### config.mk
export PLATFORM = sky130hd
export DESIGN_NAME = fp_addsub_pipe
export DESIGN_NICKNAME = d
export VERILOG_FILES = /design/src/rtl/fp_pkg.sv /design/src/rtl/fp_lzc_norm.sv /design/src/rtl/fp_addsub_pipe.sv
export SDC_FILE = /design/constraint.sdc
export NUM_CORES = 1
export LEC_CHECK = 0
export BUFFER_PORTS_ARGS = -buffer_cell sky130_fd_sc_hd__clkbuf_2
export CAP_MARGIN = 20
export CORE_MARGIN = 2
export CORE_UTILIZATION = 50
export DETAILED_ROUTE_END_ITERATION = 6
export PLACE_DENSITY_LB_ADDON = 0.15
export SETUP_SLACK_MARGIN = 0.05
export SYNTH_ARGS = -nofsm -noshare
export SYNTH_HDL_FRONTEND = slang
export SYNTH_HIERARCHICAL = 1
export SYNTH_SLANG_ARGS = --single-unit
export TNS_END_PERCENT = 5
### constraint.sdc
create_clock -name clk -period 10.1 [get_ports clk]
set_clock_uncertainty 0.1 [all_clocks]
set_input_delay 1.515 -clock clk [delete_from_list [all_inputs] [get_ports clk]]
set_output_delay 1.515 -clock clk [all_outputs]
set_load 0.01 [all_outputs]
### src/rtl/fp_pkg.sv
// Shared floating-point format constants and width helpers used by the
// small-float adders and multiplier in this slice.
package fp_pkg;

    // Default format is E2M1 (FP4): 1 sign, 2 exponent, 1 mantissa bit.
    localparam int FP_EW   = 2;
    localparam int FP_MW   = 1;
    localparam int FP_BIAS = (1 << (FP_EW - 1)) - 1;

    // Guard, round and sticky bits kept below the significand.
    localparam int GRS_W   = 3;

    // Total encoded width {sign, exp, mant}.
    function automatic int fp_width(input int ew, input int mw);
        return 1 + ew + mw;
    endfunction

    // Significand width including the hidden bit.
    function automatic int sig_width(input int mw);
        return mw + 1;
    endfunction

    // Exponent bias for a given exponent field width.
    function automatic int bias_of(input int ew);
        return (1 << (ew - 1)) - 1;
    endfunction

endpackage

### src/rtl/fp_lzc_norm.sv
// Leading-zero count and normalise shift for the adder's final stage.
// Takes the raw aligned sum (carry bit on top, GRS at the bottom) and the
// exponent of the larger operand, and returns a significand with the hidden
// bit in the top position (or a subnormal if the exponent floor is reached).
module fp_lzc_norm
    import fp_pkg::*;
#(
    parameter int EW = FP_EW,
    parameter int MW = FP_MW
) (
    input  logic [MW+GRS_W+1:0] sum,
    input  logic [EW-1:0]       exp_in,
    output logic [MW+GRS_W:0]   norm,
    output logic [EW:0]         exp_out
);

    localparam int SIG_W = sig_width(MW);
    localparam int XW    = SIG_W + GRS_W;
    localparam int XEW   = EW + 1;

    logic [XW-1:0] body;
    int            lz;
    int            lim;
    int            sh;

    // Carry-out shifts right by one (folding the lost bit into sticky);
    // otherwise shift left by the leading-zero count, stopping at exponent 1.
    always_comb begin
        body    = sum[XW-1:0];
        lz      = XW;
        lim     = 0;
        sh      = 0;
        norm    = '0;
        exp_out = '0;
        for (int i = 0; i < XW; i++) begin
            if (body[i]) lz = XW - 1 - i;
        end
        if (sum[XW]) begin
            norm    = {sum[XW:2], sum[1] | sum[0]};
            exp_out = {1'b0, exp_in} + XEW'(1);
        end else begin
            lim     = int'(exp_in) - 1;
            sh      = (lz < lim) ? lz : lim;
            norm    = body << sh;
            exp_out = {1'b0, exp_in} - XEW'(sh);
        end
    end

endmodule

### src/rtl/fp_addsub_pipe.sv
// Pipelined small-float adder/subtractor with a sideband tag.
// Operand register, then S1 (sign, compare/swap, align with GRS),
// S2 (mantissa add/sub), S3 (normalise, round-to-nearest-even, pack).
//
// Handshake: a transfer happens on a rising edge only when valid and ready
// are both high on that side. Every register moves together on
// adv = !s3_v || out_ready, so in_ready is simply adv; bubbles are never
// squeezed out, and a stalled result holds out/out_tag/out_ovf steady.
module fp_addsub_pipe
    import fp_pkg::*;
#(
    parameter int EW    = FP_EW,
    parameter int MW    = FP_MW,
    parameter int TAG_W = 4
) (
    input  logic             clk,
    input  logic             rst,
    input  logic             in_valid,
    output logic             in_ready,
    input  logic [EW+MW:0]   a,
    input  logic [EW+MW:0]   b,
    input  logic             sub,
    input  logic [TAG_W-1:0] in_tag,
    output logic             out_valid,
    input  logic             out_ready,
    output logic [EW+MW:0]   out,
    output logic [TAG_W-1:0] out_tag,
    output logic             out_ovf
);

    localparam int W     = fp_width(EW, MW);
    localparam int SIG_W = sig_width(MW);
    localparam int XW    = SIG_W + GRS_W;
    localparam int SW    = XW + 1;
    localparam int XEW   = EW + 1;

    logic adv;
    logic s0_v, s1_v, s2_v, s3_v;

    assign adv       = !s3_v || out_ready;
    assign in_ready  = adv;
    assign out_valid = s3_v;

    // Valid chain: all stages step together on adv, cleared by reset.
    always_ff @(posedge clk) begin
        if (rst) begin
            s0_v <= 1'b0;
            s1_v <= 1'b0;
            s2_v <= 1'b0;
            s3_v <= 1'b0;
        end else if (adv) begin
            s0_v <= in_valid;
            s1_v <= s0_v;
            s2_v <= s1_v;
            s3_v <= s2_v;
        end
    end

    // ---------------- operand register ----------------
    logic [W-1:0]     s0_a, s0_b;
    logic             s0_sub;
    logic [TAG_W-1:0] s0_tag;

    // Capture operands, opcode and tag on each advance.
    always_ff @(posedge clk) begin
        if (rst) begin
            s0_a   <= '0;
            s0_b   <= '0;
            s0_sub <= 1'b0;
            s0_tag <= '0;
        end else if (adv) begin
            s0_a   <= a;
            s0_b   <= b;
            s0_sub <= sub;
            s0_tag <= in_tag;
        end
    end

    // ---------------- S1: sign, compare/swap, align ----------------
    logic          sa, sb_eff, swap, l_sign, eff_sub;
    logic [EW-1:0] l_ef, s_ef, l_e, s_e, diff;
    logic [MW-1:0] l_m, s_m;
    logic [XW-1:0] l_ext, s_ext, s_shift, s_lost, s_al;

    // Larger magnitude goes to L; smaller is right-shifted with sticky collection.
    always_comb begin
        sa      = s0_a[W-1];
        sb_eff  = s0_b[W-1] ^ s0_sub;
        swap    = s0_b[W-2:0] > s0_a[W-2:0];
        l_ef    = swap ? s0_b[W-2 -: EW] : s0_a[W-2 -: EW];
        s_ef    = swap ? s0_a[W-2 -: EW] : s0_b[W-2 -: EW];
        l_m     = swap ? s0_b[MW-1:0]    : s0_a[MW-1:0];
        s_m     = swap ? s0_a[MW-1:0]    : s0_b[MW-1:0];
        l_sign  = swap ? sb_eff : sa;
        eff_sub = sa ^ sb_eff;
        // Subnormals (exp field 0) behave as exponent 1 with no hidden bit.
        l_e     = (l_ef == '0) ? EW'(1) : l_ef;
        s_e     = (s_ef == '0) ? EW'(1) : s_ef;
        diff    = l_e - s_e;
        l_ext   = {l_ef != '0, l_m, {GRS_W{1'b0}}};
        s_ext   = {s_ef != '0, s_m, {GRS_W{1'b0}}};
        s_shift = s_ext >> diff;
        s_lost  = s_ext & ~({XW{1'b1}} << diff);
        s_al    = {s_shift[XW-1:1], s_shift[0] | (|s_lost)};
    end

    logic             s1_sign, s1_zsign, s1_eff_sub;
    logic [EW-1:0]    s1_exp;
    logic [XW-1:0]    s1_l, s1_s;
    logic [TAG_W-1:0] s1_tag;

    // Register aligned operands; exact-zero sign is +0 unless both signs agree.
    always_ff @(posedge clk) begin
        if (rst) begin
            s1_sign    <= 1'b0;
            s1_zsign   <= 1'b0;
            s1_eff_sub <= 1'b0;
            s1_exp     <= '0;
            s1_l       <= '0;
            s1_s       <= '0;
            s1_tag     <= '0;
        end else if (adv) begin
            s1_sign    <= l_sign;
            s1_zsign   <= eff_sub ? 1'b0 : l_sign;
            s1_eff_sub <= eff_sub;
            s1_exp     <= l_e;
            s1_l       <= l_ext;
            s1_s       <= s_al;
            s1_tag     <= s0_tag;
        end
    end

    // ---------------- S2: add / subtract ----------------
    logic [SW-1:0] sum_c;

    // L is never smaller than the aligned S, so subtraction cannot go negative.
    always_comb begin
        sum_c = s1_eff_sub ? ({1'b0, s1_l} - {1'b0, s1_s})
                           : ({1'b0, s1_l} + {1'b0, s1_s});
    end

    logic             s2_sign, s2_zsign;
    logic [EW-1:0]    s2_exp;
    logic [SW-1:0]    s2_sum;
    logic [TAG_W-1:0] s2_tag;

    // Register the raw sum with its exponent and sign.
    always_ff @(posedge clk) begin
        if (rst) begin
            s2_sign  <= 1'b0;
            s2_zsign <= 1'b0;
            s2_exp   <= '0;
            s2_sum   <= '0;
            s2_tag   <= '0;
        end else if (adv) begin
            s2_sign  <= s1_sign;
            s2_zsign <= s1_zsign;
            s2_exp   <= s1_exp;
            s2_sum   <= sum_c;
            s2_tag   <= s1_tag;
        end
    end

    // ---------------- S3: normalise, round, pack ----------------
    logic [XW-1:0]  norm;
    logic [XEW-1:0] nexp;

    fp_lzc_norm #(
        .EW (EW),
        .MW (MW)
    ) u_norm (
        .sum     (s2_sum),
        .exp_in  (s2_exp),
        .norm    (norm),
        .exp_out (nexp)
    );

    logic             rup, hidden, ovf_c;
    logic [SIG_W:0]   rsig;
    logic [XEW-1:0]   fexp;
    logic [EW-1:0]    efield;
    logic [W-1:0]     res_c;

    // Round to nearest even; a significand carry bumps the exponent, and any
    // exponent beyond the top encoding saturates to max finite.
    always_comb begin
        rup    = norm[2] & (norm[1] | norm[0] | norm[GRS_W]);
        rsig   = {1'b0, norm[XW-1:GRS_W]} + {{SIG_W{1'b0}}, rup};
        fexp   = nexp + {{EW{1'b0}}, rsig[SIG_W]};
        hidden = rsig[SIG_W] | rsig[SIG_W-1];
        efield = hidden ? fexp[EW-1:0] : '0;
        ovf_c  = 1'b0;
        if (s2_sum == '0) begin
            res_c = {s2_zsign, {(W-1){1'b0}}};
        end else if (fexp > {1'b0, {EW{1'b1}}}) begin
            res_c = {s2_sign, {(W-1){1'b1}}};
            ovf_c = 1'b1;
        end else begin
            res_c = {s2_sign, efield, rsig[MW-1:0]};
        end
    end

    logic [W-1:0]     s3_out;
    logic             s3_ovf;
    logic [TAG_W-1:0] s3_tag;

    // Output register; holds while the consumer stalls.
    always_ff @(posedge clk) begin
        if (rst) begin
            s3_out <= '0;
            s3_ovf <= 1'b0;
            s3_tag <= '0;
        end else if (adv) begin
            s3_out <= res_c;
            s3_ovf <= ovf_c;
            s3_tag <= s2_tag;
        end
    end

    assign out     = s3_out;
    assign out_ovf = s3_ovf;
    assign out_tag = s3_tag;

endmodule

== Yosys cells after proc, flatten, opt, wreduce, memory -nomap -nowiden ==
Cells that the tools add are included.

* Multipliers: 0
* Bitwise operators: 10
* Equal/unequal tests: 0
* Div/mod/pow operators: 0
* Add/sub/neg operators: 8
* Multiplexer cells: 22
* Reduce and logical (&&, ||, !) cells: 8
* Shift operators: 3
* Magnitude comparators: 3

{| class="wikitable"
|+ Operators by type and width
! kind !! count
|-
| $lt 4x32->1 || 1
|-
| $mux 32 || 1
|-
| $shl 5x32->5 || 1
|-
| $mux 3 || 6
|-
| $mux 2 || 5
|-
| $mux 1 || 7
|-
| $add 5x5->6 || 1
|-
| $logic_not 6->1 || 1
|-
| $mux 6 || 1
|-
| $sub 5x5->6 || 1
|-
| $and 5x5->5 || 1
|-
| $mux 5 || 1
|-
| $not 5->5 || 1
|-
| $or 1x1->1 || 5
|-
| $reduce_or 5->1 || 1
|-
| $shl 5x2->5 const A || 1
|-
| $shr 5x2->5 || 1
|-
| $logic_not 2->1 || 2
|-
| $mux 4 || 1
|-
| $reduce_bool 2->1 || 2
|-
| $add 2x1->3 || 1
|-
| $add 2x1->3 const B || 1
|-
| $add 3x1->3 || 1
|-
| $gt 3x2->1 const B || 1
|-
| 8 further kinds || 9
|}

* Bits in latches: 0
* ROM bits: 0
* Flip-flop bits (word level): 56
* Word-level logic and storage cells: 77
* Output and inout port bits: 11
* Bits in writable memories: 0
* Memories: 0

== Depth between registers and ports, before layout ==
* Depth in word-level cells: 17
* Depth in mapped cells: 15
* Depth with buffers taken out: 15

== Cells and area by module ==
The synthesis kept the hierarchy.

{| class="wikitable"
|+ Modules (own cells, without submodules)
! module !! times used !! cells an instance !! area an instance (µm²)
|-
| fp_addsub_pipe || 1 || 305 || 2512.4
|-
| fp_lzc_norm || 1 || 47 || 364.1
|}

== Least setup slack after synthesis ==
Ideal clock, no wire load.

* Path kind: input -> output
* From: input port out_ready
* To: output port in_ready
* Stages: 3
* Arrival: 2.040 ns
* Setup slack: 6.445 ns
* Path buffers: 1
* Cell sequence: nor2b_1 inv_2 clkbuf_1

* Longest elaborated chain between the ends: 1

{| class="wikitable"
|+ RTL lines
! what !! line !! RTL
|-
| from (decl) || fp_addsub_pipe.sv:25 || <nowiki>input logic out_ready,</nowiki>
|-
| $logic_or 1x1->1 || fp_addsub_pipe.sv:40 || <nowiki>assign adv = !s3_v || out_ready;</nowiki>
|-
| to (decl) || fp_addsub_pipe.sv:19 || <nowiki>output logic in_ready,</nowiki>
|}

Every way passes these cells.

== Worst setup path after layout ==
Ends and elaborated chain as after synthesis.

==> impl_metrics.csv <==
group,metric,value,unit
run_status,status,"finished clean",
clocking,ctsRootBufferMaster,"clkbuf_8",
drt,vias,2362,
logic_synthesis,synth-simple-area-share,0.204,
layout,finalInstanceArea,3150,sq um
pwr,p_leak,1.27,nW
worst_setup_path,worst_setup_path_start_kind,"input port",
clocking,post-cts-setup-buffers,0,
placed_design,numPortBuffers,27,
worst_setup_path,reg2reg_from,"s2_exp[0]$_SDFFE_PP0P_",
logic_synthesis,synth_nets,385,
pwr,swShare,0.312,
logic_synthesis,yosysWarnings,6,
layout,layout_commonest_cell,"nand2_1",
sta,setup_violations,0,
clocking,holdBufCountCts,0,
logic_synthesis,syn_area,2880,sq um
clocking,cts-buffers-inserted,5,
grt,antenna_found_initial,0,
logic_synthesis,ys_seq_area_frac,0.390,
floorplanning,die_area,6380,sq um
logic_synthesis,synthXorXnorAreaFrac,0.0304,
sta,slew-limit-headroom,0.560,
worst_setup_path,path_class,"input port to output port",
floorplanning,dieWidth,79.9,um
clocking,clock_path_buffers,2,
pwr,p_clk_frac,0.254,
floorplanning,initial_utilization,0.519,
worst_setup_path,timing.rr.end,"out[2]$_SDFFE_PP0P_",
drt,drt-initial-drc-count,117,
floorplanning,ioPinCount,28,
layout,mostFrequentLayoutCells,"nand2_1 (86), dfxtp_1 (56), a21oi_1 (41), clkbuf_2 (27), nor2_1 (22)",
worst_setup_path,regToRegSetupSlack,6.20,ns
job,maxCapViolations,0,
min_path,worstHoldStart,"s1_tag[0]$_SDFFE_PP0P_",
min_path,hold_class,"register to register",
clocking,clock_latency,0.31,ns
drt,vias_per_cell,5.34,
sta,setup_tns,0,ns
layout,drive_gt1_frac,0.141,
logic_synthesis,synth_compound_gate_area_share,0.191,
floorplanning,core,5540,sq um
drt,drt_pass1_iterations,4,
drt,finalWirelength,5440,um
clocking,clock-sinks,56,
worst_setup_path,cp-end-kind,"output port",
floorplanning,die_h,79.9,um
worst_setup_path,r2r_cells,14,
clocking,clkSlewWorstSetupHoldPaths,0.10,ns
grt,grt_pass1_wl,9310,um
layout,n_antenna_cell,0,
logic_synthesis,ys_ff_latch,56,
placed_design,place_area,3060,sq um
sta,rsz0062_at_grt,"no",
sta,fmax,0.252,GHz
pwr,power_frac_comb,0.233,
worst_setup_path,cp.required,8.49,ns
grt,grt_remaining_overflow,0,
grt,grt_max_degree,62,
pwr,pwr-share-seq,0.513,
sta,drv_slew,0,
grt,track_usage,0.180,
pwr,p_switching,0.154,mW
pwr,vdd_drop_max,85.6,uV
min_path,hold_path_end,"s1_tag[0]$_SDFFE_PP0P_",
placed_design,gp_congestion,0.806,
logic_synthesis,syn_avg_cell_area,8.17,sq um
min_path,worstHoldPathCells,2,
logic_synthesis,synth_edf_count,0,
sta,fin_crit_sh,0.393,
sta,fin_crit,3.97,ns
drt,postRouteAntennaNets,0,
pwr,p_int,0.340,mW
layout,final_nets,402,
pwr,cellPowerDensity,157,nW/um^2
layout,final_util,0.568,
placed_design,post-dp-hpwl,3610,um
logic_synthesis,synth_top_family_by_area,"simple AND/OR/NAND/NOR gates",
logic_synthesis,async_flop_share,0,
worst_setup_path,cp_max_fo,49,
logic_synthesis,synthAdderAreaFrac,0.0748,
floorplanning,rows,27,
logic_synthesis,synth_flop_cell,"dfxtp_1",
sta,worst_pin_slew,0.660,ns
clocking,cts_resized,0,
logic_synthesis,netlist_instances,352,
worst_setup_path,cp.arrival,2.35,ns
drt,wire_per_inst,12.3,um
logic_synthesis,synth.area.mux_share,0.0618,
sta,finalHoldViolCount,0,
drt,drc,0,
clocking,cts_tree,"done",
layout,n_fill_cell,537,
layout,syn2layout_area_growth,9.35,%
logic_synthesis,synth_cell_types,52,
grt,grt_pass1_vias,2099,
clocking,cts_htree_levels,2,
==> sequential cells by signal (all words and copies together), names as in the netlist, 2 cells and up <==
register	cells
s1_exp	2
s0_tag	4
s1_tag	4
s2_sum	6
s1_s	5
s1_l	2
out_tag	4
s0_a	4
s2_exp	2
s2_tag	4
s0_b	4
out	4
==> stage by stage <==
step	power [mW]	setup WS (ns)	hold slack (ns)	std cells
finish	0.494	6.13	0.355	442
global route	0.525	5.86	0.369	442
global placement	0.372	6.12	0.340	434
floorplan	0.348	6.44	0.331	352
detailed placement	0.374	6.13	0.345	434
CTS	0.501	6.13	0.361	442
==> how the worst max path moves through the flow <==
| stage | from | cells after the start | to |
|---|---|---|---|
| final | out_ready | 5 | in_ready |
| after detailed placement | out_ready | 5 | in_ready |
| after global placement | out_ready | 5 | in_ready |
| after CTS | out_ready | 5 | in_ready |
| after floorplan | out_ready | 3 | in_ready |
| after global routing | s2_exp[0]$_SDFFE_PP0P_ | 14 | out[2]$_SDFFE_PP0P_ |
==> synth_stat cells (all sizes together), types with 2 or more instances <==
cell type  number  area [sq um]
nor3            3          15.0
nor2           22          82.6
mux2i          14           140
a32oi           2          17.5
o31ai           2          20.0
and3            4          31.3
ha             14           175
a311oi          3          32.5
o21ai           6          30.0
fa              2          40.0
a31oi           5          31.3
nor4            3          18.8
a22o            2          17.5
buf             6          23.8
clkbuf         14          52.6
nand2          86           323
xnor2           4          35.0
nand2b          4          25.0
a211oi          9          85.1
nor2b           4          25.0
nand3b          2          15.0
a21oi          43           230
nand3           5          30.0
mux2            3          37.5
xor2            6          52.6
inv            17          63.8
dfxtp          56          1120
==> cells by family (layout without fill, tap and decap cells) <==
group	Yosys count	in the layout
simple gates	136	136
compound gates	80	80
fa+ha+maj	16	16
buf+inv	37	55
mux	17	17
xor+xnor	10	10
flops	56	56
==> power groups by stage <==
stage	registers, mW	clock network (mW)	logic, mW
2_1_floorplan	0.255	0	0.0931
5_1_grt	0.257	0.139	0.130
6_report	0.254	0.125	0.115
3_5_place_dp	0.259	0	0.115
4_1_cts	0.254	0.131	0.116
3_3_place_gp	0.258	0	0.113
==> critical path: stages <==
cell and delay (ns):
clkbuf_2 0.10, nor2b_4 0.09, buf_4 0.43, inv_2 0.07, clkbuf_2 0.14
==> cell type report <==
| type | count | area (sq um) | share of cell area |
|---|---|---|---|
| clock buffers | 6 | 72.6 | 0.0231 |
| inverters | 17 | 63.8 | 0.0203 |
| repair buffers | 30 | 158 | 0.0501 |
| well taps | 72 | 90.1 | 0.0286 |
| multi-input cells | 259 | 1620 | 0.516 |
| flip-flops and latches | 56 | 1120 | 0.356 |
| clock inverters | 2 | 17.5 | 0.00557 |
==> routing by layer <==
layer  wire, um  vias up  GRT usage
met1       2730     1094      0.235
met4         57        0     0.0390
met2       2550       19      0.310
met3        103        8     0.0317
met5          0        -          0
li1           -     1241          -
No activity file was read; power rests on OpenSTA's default activity.
